<file path="src/rtl/password_job_controller.sv">
// Job controller for the brute-force cracking array: loads and checks a password
// frame, starts all cracker lanes, watches found/done flags and returns one result record.
module password_job_controller #(
    parameter int NUM_CHARS = 4,
    parameter int NUM_LANES = 9,
    parameter int CYCLE_W   = 32
) (
    input  logic                   clk,
    input  logic                   rst,
    input  logic                   in_valid,
    output logic                   in_ready,
    input  logic [7:0]             in_data,
    input  logic                   in_last,
    output logic [NUM_CHARS*8-1:0] password_to_crack,
    output logic                   lane_start,
    output logic                   lane_abort,
    input  logic [NUM_LANES-1:0]   lane_found,
    input  logic [NUM_LANES-1:0]   lane_done,
    output logic                   busy,
    output logic                   result_valid,
    input  logic                   result_ready,
    output logic                   result_found,
    output logic                   result_err,
    output logic [3:0]             result_lane,
    output logic [CYCLE_W-1:0]     result_cycles
);

    // Byte count saturates one past NUM_CHARS so an over-long frame never wraps back to "exact".
    localparam int CNT_W = $clog2(NUM_CHARS + 2);
    localparam logic [CNT_W-1:0] CNT_FULL = CNT_W'(NUM_CHARS);
    localparam logic [CNT_W-1:0] CNT_MAX  = CNT_W'(NUM_CHARS + 1);

    typedef enum logic [2:0] {IDLE, LOAD, START, RUN, REPORT} state_e;

    state_e                 state_q, state_d;
    logic [NUM_CHARS*8-1:0] pwd_q, pwd_d;
    logic [CNT_W-1:0]       cnt_q, cnt_d;
    logic                   bad_q, bad_d;
    logic [CYCLE_W-1:0]     cyc_q, cyc_d;
    logic                   res_found_q, res_found_d;
    logic                   res_err_q, res_err_d;
    logic [3:0]             res_lane_q, res_lane_d;
    logic [CYCLE_W-1:0]     res_cycles_q, res_cycles_d;

    logic               xfer;
    logic [CNT_W-1:0]   idx;
    logic [CNT_W-1:0]   cnt_inc;
    logic               bad_acc;
    logic               frame_bad;
    logic               any_found;
    logic               all_done;
    logic [CYCLE_W-1:0] cyc_inc;

    function automatic logic is_pw_char(input logic [7:0] b);
        is_pw_char = (b >= 8'h30 && b <= 8'h39) || (b >= 8'h61 && b <= 8'h7A);
    endfunction

    function automatic logic [3:0] lowest_set(input logic [NUM_LANES-1:0] v);
        lowest_set = '0;
        for (int i = NUM_LANES - 1; i >= 0; i--) begin
            if (v[i]) lowest_set = 4'(i);
        end
    endfunction

    always_ff @(posedge clk or negedge rst) begin
        if (!rst) begin
            state_q      <= IDLE;
            pwd_q        <= '0;
            cnt_q        <= '0;
            bad_q        <= 1'b0;
            cyc_q        <= '0;
            res_found_q  <= 1'b0;
            res_err_q    <= 1'b0;
            res_lane_q   <= '0;
            res_cycles_q <= '0;
        end else begin
            state_q      <= state_d;
            pwd_q        <= pwd_d;
            cnt_q        <= cnt_d;
            bad_q        <= bad_d;
            cyc_q        <= cyc_d;
            res_found_q  <= res_found_d;
            res_err_q    <= res_err_d;
            res_lane_q   <= res_lane_d;
            res_cycles_q <= res_cycles_d;
        end
    end

    // A byte taken in IDLE is character 0 of a fresh frame, so stale count/bad are ignored there.
    always_comb begin
        xfer      = in_valid && in_ready;
        idx       = (state_q == IDLE) ? '0 : cnt_q;
        cnt_inc   = (idx == CNT_MAX) ? idx : idx + CNT_W'(1);
        bad_acc   = ((state_q == IDLE) ? 1'b0 : bad_q) | (idx >= CNT_FULL) | !is_pw_char(in_data);
        frame_bad = bad_acc | (cnt_inc != CNT_FULL);
        any_found = |lane_found;
        all_done  = &lane_done;
        cyc_inc   = (&cyc_q) ? cyc_q : cyc_q + CYCLE_W'(1);
    end

    always_comb begin
        state_d = state_q;
        case (state_q)
            IDLE, LOAD: begin
                if (xfer) begin
                    if (in_last) state_d = frame_bad ? REPORT : START;
                    else         state_d = LOAD;
                end
            end
            START:   state_d = RUN;
            RUN:     if (any_found || all_done) state_d = REPORT;
            REPORT:  if (result_ready) state_d = IDLE;
            default: state_d = IDLE;
        endcase
    end

    always_comb begin
        pwd_d        = pwd_q;
        cnt_d        = cnt_q;
        bad_d        = bad_q;
        cyc_d        = cyc_q;
        res_found_d  = res_found_q;
        res_err_d    = res_err_q;
        res_lane_d   = res_lane_q;
        res_cycles_d = res_cycles_q;
        case (state_q)
            IDLE, LOAD: begin
                if (xfer) begin
                    for (int i = 0; i < NUM_CHARS; i++) begin
                        if (idx == CNT_W'(i)) pwd_d[(NUM_CHARS-1-i)*8 +: 8] = in_data;
                    end
                    cnt_d = cnt_inc;
                    bad_d = bad_acc;
                    if (in_last && frame_bad) begin
                        res_found_d  = 1'b0;
                        res_err_d    = 1'b1;
                        res_lane_d   = '0;
                        res_cycles_d = '0;
                    end
                end
            end
            START: cyc_d = '0;
            RUN: begin
                cyc_d = cyc_inc;
                // Found takes priority over all-done when both land in the same cycle.
                if (any_found) begin
                    res_found_d  = 1'b1;
                    res_err_d    = 1'b0;
                    res_lane_d   = lowest_set(lane_found);
                    res_cycles_d = cyc_inc;
                end else if (all_done) begin
                    res_found_d  = 1'b0;
                    res_err_d    = 1'b0;
                    res_lane_d   = '0;
                    res_cycles_d = cyc_inc;
                end
            end
            REPORT: begin
                if (result_ready) begin
                    cnt_d = '0;
                    bad_d = 1'b0;
                end
            end
            default: ;
        endcase
    end

    always_comb begin
        in_ready          = (state_q == IDLE) || (state_q == LOAD);
        lane_start        = (state_q == START);
        lane_abort        = (state_q == REPORT);
        result_valid      = (state_q == REPORT);
        busy              = (state_q != IDLE);
        password_to_crack = pwd_q;
        result_found      = res_found_q;
        result_err        = res_err_q;
        result_lane       = res_lane_q;
        result_cycles     = res_cycles_q;
    end

endmodule

</file>
<file path="config.mk">
export PLATFORM = sky130hd
export DESIGN_NAME = password_job_controller
export DESIGN_NICKNAME = d
export VERILOG_FILES = /design/src/rtl/password_job_controller.sv
export SDC_FILE = /design/constraint.sdc
export NUM_CORES = 1
export LEC_CHECK = 0
export BUFFER_PORTS_ARGS = -buffer_cell sky130_fd_sc_hd__buf_4
export CAP_MARGIN = 20
export CORE_MARGIN = 1
export CORE_UTILIZATION = 52
export CTS_BUF_LIST = sky130_fd_sc_hd__clkbuf_8
export DETAILED_ROUTE_END_ITERATION = 10
export PLACE_DENSITY = 0.79
export RECOVER_POWER = 100
export SLEW_MARGIN = 10
export SYNTH_ARGS = -nofsm -noshare
export SYNTH_HDL_FRONTEND = slang
export SYNTH_SLANG_ARGS = --single-unit
</file>
<file path="constraint.sdc">
create_clock -name clk -period 2.78 [get_ports clk]
set_input_delay 0.139 -clock clk [delete_from_list [all_inputs] [get_ports clk]]
set_output_delay 0.139 -clock clk [all_outputs]
set_load 0.05 [all_outputs]
</file>
Word-level counts from Yosys, hierarchy flattened

Index checks and enable logic that the tools add are counted.

Input bits: 31
Output and inout bits: 75
Memories: 0
Register bits: 109
RAM bits: 0
Memory bits (read-only): 0
Latch bits: 0

Add/subtract/negate cells: 2
Shift operators: 0
Equality and inequality tests: 14
Mux-type cells: 44
Bitwise operators: 3
$lt $le $gt $ge: 5
Divide/modulo/power cells: 0
$mul: 0
Reductions and logical operators: 25

Operators by type and width:

| cell                    | number |
|---|---|
| $mux W32                | 5 |
| $pmux W32 S2            | 2 |
| $mux W4                 | 13 |
| $add A32 B1 Y32 const B | 1 |
| $reduce_and A32 Y1      | 1 |
| $mux W3                 | 8 |
| $reduce_and A3 Y1       | 6 |
| $eq A3 B2 Y1 const B    | 4 |
| $pmux W3 S4             | 1 |
| $mux W1                 | 10 |
| $reduce_and A9 Y1       | 1 |
| $reduce_or A9 Y1        | 1 |
| $ge A8 B6 Y1 const B    | 1 |
| $ge A8 B7 Y1 const B    | 1 |
| $le A8 B6 Y1 const B    | 1 |
| $le A8 B7 Y1 const B    | 1 |
| $pmux W4 S2             | 1 |
| $eq A3 B1 Y1 const B    | 2 |
| $eq A3 B3 Y1 const B    | 2 |
| $logic_not A3 Y1        | 2 |
| $ne A2 B2 Y1 const B    | 3 |
| $ne A3 B3 Y1 const B    | 2 |
| $pmux W1 S2             | 3 |
| $pmux W3 S2             | 1 |
| other kinds (11)        | 20 |

Depth between registers and ports, before layout

Gate-level depths: netlist (run 1).

Word-level depth: 11
Depth in mapped cells: 15
Gate-level depth less buffers: 13

Worst setup path before layout (run 1)

No wires, ideal clock.

Path kind: register to register
From: register state_q[1]
To: register res_cycles_q[3], in the netlist result_cycles[3]
Path buffers: 2
Arrival time: 2.946 ns
Period minus slack after synthesis: 3.042 ns
Slack: -0.262 ns
Cell stages (with the launch flop): 16
Data required time: 2.684 ns
Path through: dfrtp_1 > nor2_4 > inv_2 > nor2_4 > inv_2 > nand2_1 > inv_1 > ha_1 > ha_1 > or4_1 > nor2_1 > a311o_1 > buf_4 > buf_4 > nand2_1 > o31ai_1

RTL lines:

| item                                                    | RTL line | text |
|---|---|---|
| from (decl)                                             | 35       | `state_e state_q, state_d;` |
| from (signal assigned)                                  | 77       | `state_q <= state_d;` |
| $eq A3 B1 Y1 / $logic_not A3 Y1 (equally long branches) | 169      | `in_ready = (state_q == IDLE) \|\| (state_q == LOAD);` |
| $logic_or A1 B1 Y1 (*)                                  | 169      |  |
| via in_ready                                            | 11       | `output logic in_ready,` |
| $logic_and A1 B1 Y1 (*)                                 | 91       | `xfer = in_valid && in_ready;` |
| $ne A2 B2 Y1 (no line) (*)                              | --       |  |
| $reduce_and A4 Y1 (no line) (*)                         | --       |  |
| to (signal assigned)                                    | 85       | `res_cycles_q <= res_cycles_d;` |
| to (decl)                                               | 43       | `logic [CYCLE_W-1:0] res_cycles_q, res_cycles_d;` |

The timed path passes the listed nets; every way through them passes the cells marked *.
A chain may end at the register's enable or synchronous reset.

Final worst setup path (run 1)

From: register state_q[1]
To: register res_cycles_q[28], in the netlist result_cycles[28]

Longest elaborated chain between the ends: 9

Ends and longest elaborated chain:

| item                                                | RTL line | text |
|---|---|---|
| $logic_not A3 Y1                                    | --       |  |
| $mux W3                                             | 92       | `idx = (state_q == IDLE) ? '0 : cnt_q;` |
| $add A3 B1 Y3 (tied with other cells)               | 93       | `cnt_inc = (idx == CNT_MAX) ? idx : idx + CNT_W'(1);` |
| $mux W3 / $or A1 B1 Y1 (equally long branches)      | 93, 94   |  |
| $ne A3 B3 Y1 / $or A1 B1 Y1 (equally long branches) | 95, 94   |  |
| $or A1 B1 Y1                                        | 95       | `frame_bad = bad_acc \| (cnt_inc != CNT_FULL);` |
| $logic_and A1 B1 Y1                                 | 134      | `if (in_last && frame_bad) begin` |
| $ne A2 B2 Y1 (no line)                              | --       |  |
| $reduce_and A4 Y1 (no line)                         | --       |  |

Several ways; a longest one is shown, not always the timed one.

==> flow_metrics.tcl, run 1 <==
set metrics [dict create \
    start_kind "flip-flop" \
    drt_iter0_drc 326 \
    antenna_found_initial 0 \
    p_int_uw 2760 \
    cts.sinks 109 \
    crit_start "state_q[1]" \
    power_switching_uw 2260 \
    maxCapViolCount 0 \
    powerDensity_mw_per_mm2 757 \
    synthesis.area_sq_mm 0.00560 \
    crit_fanout 7 \
    via_count 4705 \
    overflow 0 \
    leakagePower_uw 0.00297 \
    cp.depth 15 \
    reg2reg_slack_ns 0.08 \
    nets 711 \
    ys_types 60 \
    grt_pass1_vias 4519 \
    pin_count 106 \
    initial_utilization_pct 54.0 \
    post-synth-top-count-cell "dfrtp_1" \
    period_share_pct 97.2 \
    routedWlPerCell_microns 16.7 \
    clk_pin_slew_worst_paths_ns 0.11 \
    critPathArrivalTime_ns 2.99 \
    synth_nets 605 \
    synth.largest_area_cell "dfrtp_1" \
    cp-end-kind "flip-flop" \
    antenna_cells 0 \
    r2r_start "state_q[1]" \
    die_w_microns 106 \
    port-buffer-count 105 \
    final-hold-violation-count 0 \
    swShare_pct 45.0 \
    critPathKind "reg -> reg" \
    power_uw 5030 \
    p_comb_share_pct 41.6 \
    htree_levels 3 \
    path_buf_inv 5 \
    relSlewSlack_pct 9.67 \
    synth_ff_type "dfrtp_1" \
    drcViolationCount 0 \
    r2r_cells 15 \
    rows 37 \
    ys_top_cells_by_count "dfrtp_1, nand2_1, o21ai_0, nor2_1, mux2_2" \
    ant_nets 0 \
    core_area_sq_mm 0.0104 \
    crit_path_end "result_cycles[28]" \
    fmax_ghz 0.370 \
    grt_max_degree 59 \
    hpwl_microns 8920 \
    syn_to_final_growth_pct 18.7 \
    min_period_ns 2.70 \
    firstDrtPassIters 5 \
    cts_buffer_depth 2 \
    reg2reg_to "result_cycles[28]" \
    critPathMaxStageDelay_ns 0.49 \
    worst_pin_slew_ns 1.35 \
    skew_ns 0.0165 \
    final-setup-viol-count 0 \
    drive_above_1_share_pct 19.6 \
    synthTopCellsByArea "dfrtp_1, mux2_2, nand2_1" \
    synth-seq-cells 109 \
    numCtsBuffers 9 \
    cp_cell_sequence "nor2_4, inv_2, nor2_4, inv_6, nand2_4, inv_2, ha_4, ha_4, or4_4, nor2_4, a311o_2, buf_12, clkbuf_16, nand2_1, o31ai_1" \
    synth_top_area_share_pct 48.7 \
    clock_power_share_pct 18.6 \
    cts_tree "built" \
    grt_pass1_wl_microns 21300 \
    status "completed" \
    hp-class "in -> reg" \
    crit_top_cell "nor2_4" \
    slowest_stage "or4_4" \
    yosysSeqAreaShare_pct 48.7 \
    avgSynthCellArea_sq_um 9.86 \
    place.gp.congestion 0.819 \
    worstSkewPairLatency_ns 0.39 \
    ir_drop_mv 0.868 \
    vias_per_cell 5.77 \
    yosys_warnings 0 \
    die_area_sq_mm 0.0112 \
    gr-usage-all-layers_pct 24.0 \
    synth_cells 568 \
    power_frac_seq_pct 39.8 \
    cts_root_buffer "clkbuf_8" \
    maxSlewViolCount 0 \
    async_reset_ff_share_pct 100 \
    required_ns 3.07 \
    critical_path.top_delay_family "simple AND/OR/NAND/NOR gates" \
    tns_ns 0 \
    synth_edf_count 0 \
    hold_slack_ns 0.00684 \
    die_h_microns 106 \
    wl_microns 13600 \
]
## worst reg2reg max path: stages, from the launching register on
cell,delay [ns]
dfrtp_1,0.44
nor2_4,0.14
inv_2,0.07
nor2_4,0.16
inv_6,0.07
nand2_4,0.07
inv_2,0.05
ha_4,0.16
ha_4,0.23
or4_4,0.49
nor2_4,0.10
a311o_2,0.21
buf_12,0.15
clkbuf_16,0.15
nand2_1,0.05
o31ai_1,0.07
## power groups by stage
stage	registers [uW]	logic [uW]	clock network [uW]
floorplan	2780	724	0
global placement	2020	2110	0
detailed placement	2030	2140	0
CTS	2010	2150	938
global route	2030	2200	1010
finish	2000	2090	937
## routing by layer
layer	GRT usage [%]	vias up	wire, microns
met2	40.1	168	6620
met3	5.81	37	913
met4	8.93	0	315
met5	0	-	0
li1	-	2212	-
met1	30.2	2288	5720
## logic make-up after synthesis
group,after synthesis,share of synthesized area (%)
and+or+nand+nor,208,18.3
buffers and inverters,47,4.00
DFF,109,48.7
AOI/OAI and AO/OA,116,12.9
xor gates and xnor gates,26,4.07
adders and majority gates,6,1.34
muxes,56,10.7
## sequential cells by signal (all words and copies together), names as in the netlist
name,count
cnt_q,3
result_err,1
result_lane,4
result_found,1
state_q,3
result_cycles,32
bad_q,1
password_to_crack,32
cyc_q,32
## repair_timing
action / CTS / global route
endpoints found under the hold margin: 56 / 0
setup endpoints to repair: 0 / 34
hold buffers: 2 / 0
setup buffers: 0 / 4
gates resized for setup: 0 / 4
## placed cells by master (no fill, tap or decap), types with 3 or more instances in the layout
cell type	instances
a21oi_1	10
a22o_1	5
a31oi_1	3
and3_1	9
and4_1	5
buf_4	47
buf_6	3
clkbuf_1	71
clkbuf_16	3
clkbuf_8	9
dfrtp_1	108
ha_1	4
inv_1	8
inv_6	4
mux2_2	32
mux2i_1	24
nand2_1	88
nand3_1	22
nand4_1	11
nor2_1	45
nor2_4	3
nor3_1	4
o21ai_0	38
o21ai_1	28
o31ai_1	10
xnor2_1	11
xor2_1	15
## how the worst min path moves through the flow
stage,startpoint,to,slack (ns),depth (start not counted)
floorplan,rst,bad_q,-0.16,0
global placement,rst,result_cycles[7],0.24,1
detailed placement,rst,result_cycles[2],0.24,1
CTS,lane_found[8],result_lane[3],0.007,3
global route,in_data[0],password_to_crack[24],0.02,2
finish,lane_found[8],result_lane[3],0.007,3
## cell type report
type | count | area [sq um]
tap | 136 | 170
multi-input combinational | 412 | 2710
clock inverter | 7 | 56.3
clock buffer | 9 | 124
sequential | 109 | 2730
timing repair buffer | 130 | 801
fill | 887 | 3730
inverter | 12 | 52.6
## through the flow
stage	instance area (sq um)	util, %	cells	worst slack, ns
3_3_place_gp	6550	63.2	787	0.167
6_report	6640	64.1	815	0.0790
3_5_place_dp	6550	63.2	787	0.0985
2_1_floorplan	5660	-	568	-0.158
5_1_grt	6640	64.1	815	-0.0287
4_1_cts	6750	65.1	805	0.0676
No activity file was read; power rests on OpenSTA's default activity.
==> inputs of run 2 (changes only) <==
==> constraint.sdc (replaced) <==
create_clock -name clk -period 2.78 [get_ports clk]
set_input_delay 0.139 -clock clk [delete_from_list [all_inputs] [get_ports clk]]
set_output_delay 0.139 -clock clk [all_outputs]
set_load 0.1 [all_outputs]
==> flow_metrics.tcl, run 2 (synthesis gave the netlist of run 1 again) <==
set metrics [dict create \
    status "completed" \
    fin_cells 815 \
    power_frac_seq_pct 33.5 \
    swShare_pct 53.8 \
    regArea_sq_mm 0.00273 \
    die_h_microns 106 \
    worstSkewPairLatency_ns 0.38 \
    multi_input_area_sq_mm 0.00269 \
    critPathMaxStageDelay_ns 0.49 \
    power_switching_uw 3220 \
    hold_depth 3 \
    firstDrtPassIters 5 \
    min_period_ns 2.73 \
    fillers 886 \
    gr-usage-all-layers_pct 24.5 \
    port-buffer-count 105 \
    critPathArrivalTime_ns 3.02 \
    grt_max_degree 61 \
    clock_power_share_pct 15.8 \
    layout_common_cells "dfrtp_1, nand2_1, clkbuf_1, buf_4, nor2_1" \
    clk_pin_slew_worst_paths_ns 0.11 \
    placed_cell_area_sq_mm 0.00656 \
    drcViolationCount 0 \
    overflow 0 \
    fmax_ghz 0.366 \
    final-setup-viol-count 0 \
    cts_tree "built" \
    die_w_microns 106 \
    worst_pin_slew_ns 1.46 \
    htree_levels 3 \
    core_area_sq_mm 0.0104 \
    die_area_sq_mm 0.0112 \
    routedWlPerCell_microns 16.8 \
    syn_to_final_growth_pct 18.2 \
    post-place-ws_ns 0.0647 \
    place.gp.congestion 0.815 \
    slowest_stage "or4_1" \
    tns_ns 0 \
    vias_per_cell 5.72 \
    dp_cells 786 \
    grt_pass1_vias 4502 \
    drt_iter0_drc 272 \
    cts_root_buffer "clkbuf_8" \
    ir_drop_mv 1.27 \
    cts.sinks 109 \
    r2r_cells 15 \
    maxSlewViolCount 0 \
    rows 37 \
    p_comb_share_pct 50.7 \
    crit_fanout 11 \
    drive_above_1_share_pct 19.1 \
    numCtsBuffers 9 \
    skew_ns 0.0115 \
    finalWorstSetupSlack_ns 0.0497 \
    required_ns 3.07 \
    nets 711 \
    cp_cell_sequence "nor2_4, inv_2, nor2_4, inv_8, nand2_4, inv_4, ha_4, ha_4, or4_1, nor2_2, a311o_2, buf_12, clkbuf_16, nand2_1, o31ai_1" \
    start_kind "flip-flop" \
    wl_microns 13700 \
    grt_pass1_wl_microns 21800 \
    hp-class "in -> reg" \
    critPathKind "reg -> reg" \
    powerDensity_mw_per_mm2 904 \
    design_area_sq_mm 0.00662 \
    relSlewSlack_pct 2.59 \
    final-hold-violation-count 0 \
    cts_buffer_depth 2 \
    hpwl_microns 9200 \
    initial_utilization_pct 54.0 \
    cp-end-kind "flip-flop" \
    maxCapViolCount 0 \
    antenna_found_initial 0 \
    period_share_pct 98.2 \
    antenna_cells 0 \
    via_count 4660 \
    leakagePower_uw 0.00295 \
    pin_count 106 \
    p_int_uw 2760 \
    layout_commonest_cell "dfrtp_1" \
    ant_nets 0 \
]
==> run 2: area by class of cell <==
cell class                      count  area share (%)
Clock buffer                        9            1.87
Clock inverter                      7            1.00
Inverter                           12           0.832
Multi-Input combinational cell    412            40.7
Sequential cell                   109            41.2
Tap cell                          136            2.57
Timing Repair Buffer              130            11.8
==> run 2: what timing repair did <==
| item | CTS | global route |
|---|---|---|
| endpoints found under the setup margin | 0 | 39 |
| hold endpoints to repair | 60 | 0 |
| setup buffers | 0 | 8 |
| hold buffers | 2 | 0 |
| resized for setup | 0 | 1 |
==> run 2: routing by layer <==
layer / global-route usage [%] / share of wire (%)
met5: 0 / 0
met4: 8.53 / 2.2
met3: 5.81 / 5.8
met2: 41.5 / 50
met1: 30.5 / 42
==> run 2: power by group through the flow <==
stage,sequential [uW],clock (uW),combinational [uW]
2_1_floorplan,3620,0,826
3_3_place_gp,2020,0,3070
3_5_place_dp,2040,0,3120
4_1_cts,2010,959,3130
5_1_grt,2030,1020,3140
6_report,2000,948,3030
==> run 2: per-stage QoR <==
| stage | utilization (%) | power, uW | hold slack, ns |
|---|---|---|---|
| 3_5_place_dp | 63.3 | 5160 | 0.267 |
| 4_1_cts | 65.3 | 6100 | 0.00240 |
| 3_3_place_gp | 63.3 | 5090 | 0.251 |
| 2_1_floorplan | - | 4450 | -0.157 |
| 6_report | 63.8 | 5990 | 0.00245 |
| 5_1_grt | 63.8 | 6200 | 0.00117 |
==> run 2: worst paths after layout <==
check | startpoint | endpoint | slack, ns
min | lane_found[8] | result_lane[3] | 0.002
min in group asynchronous | rst | result_found | 0.64
max reg2reg | state_q[1] | result_cycles[3] | 0.05
min reg2reg | result_cycles[20] | result_cycles[20] | 0.49
max | state_q[1] | result_cycles[3] | 0.05
max in group asynchronous | rst | cyc_q[4] | 0.61
==> run 2: worst max-delay path: cells and delay by family (launching register included) <==
family | cells | cell delay (ns)
AO/OA/AOI/OAI | 2 | 0.27
adder cells (fa/ha/maj) | 2 | 0.39
buffers and inverters | 5 | 0.48
flip-flops | 1 | 0.44
AND/OR/NAND/NOR | 6 | 1.07
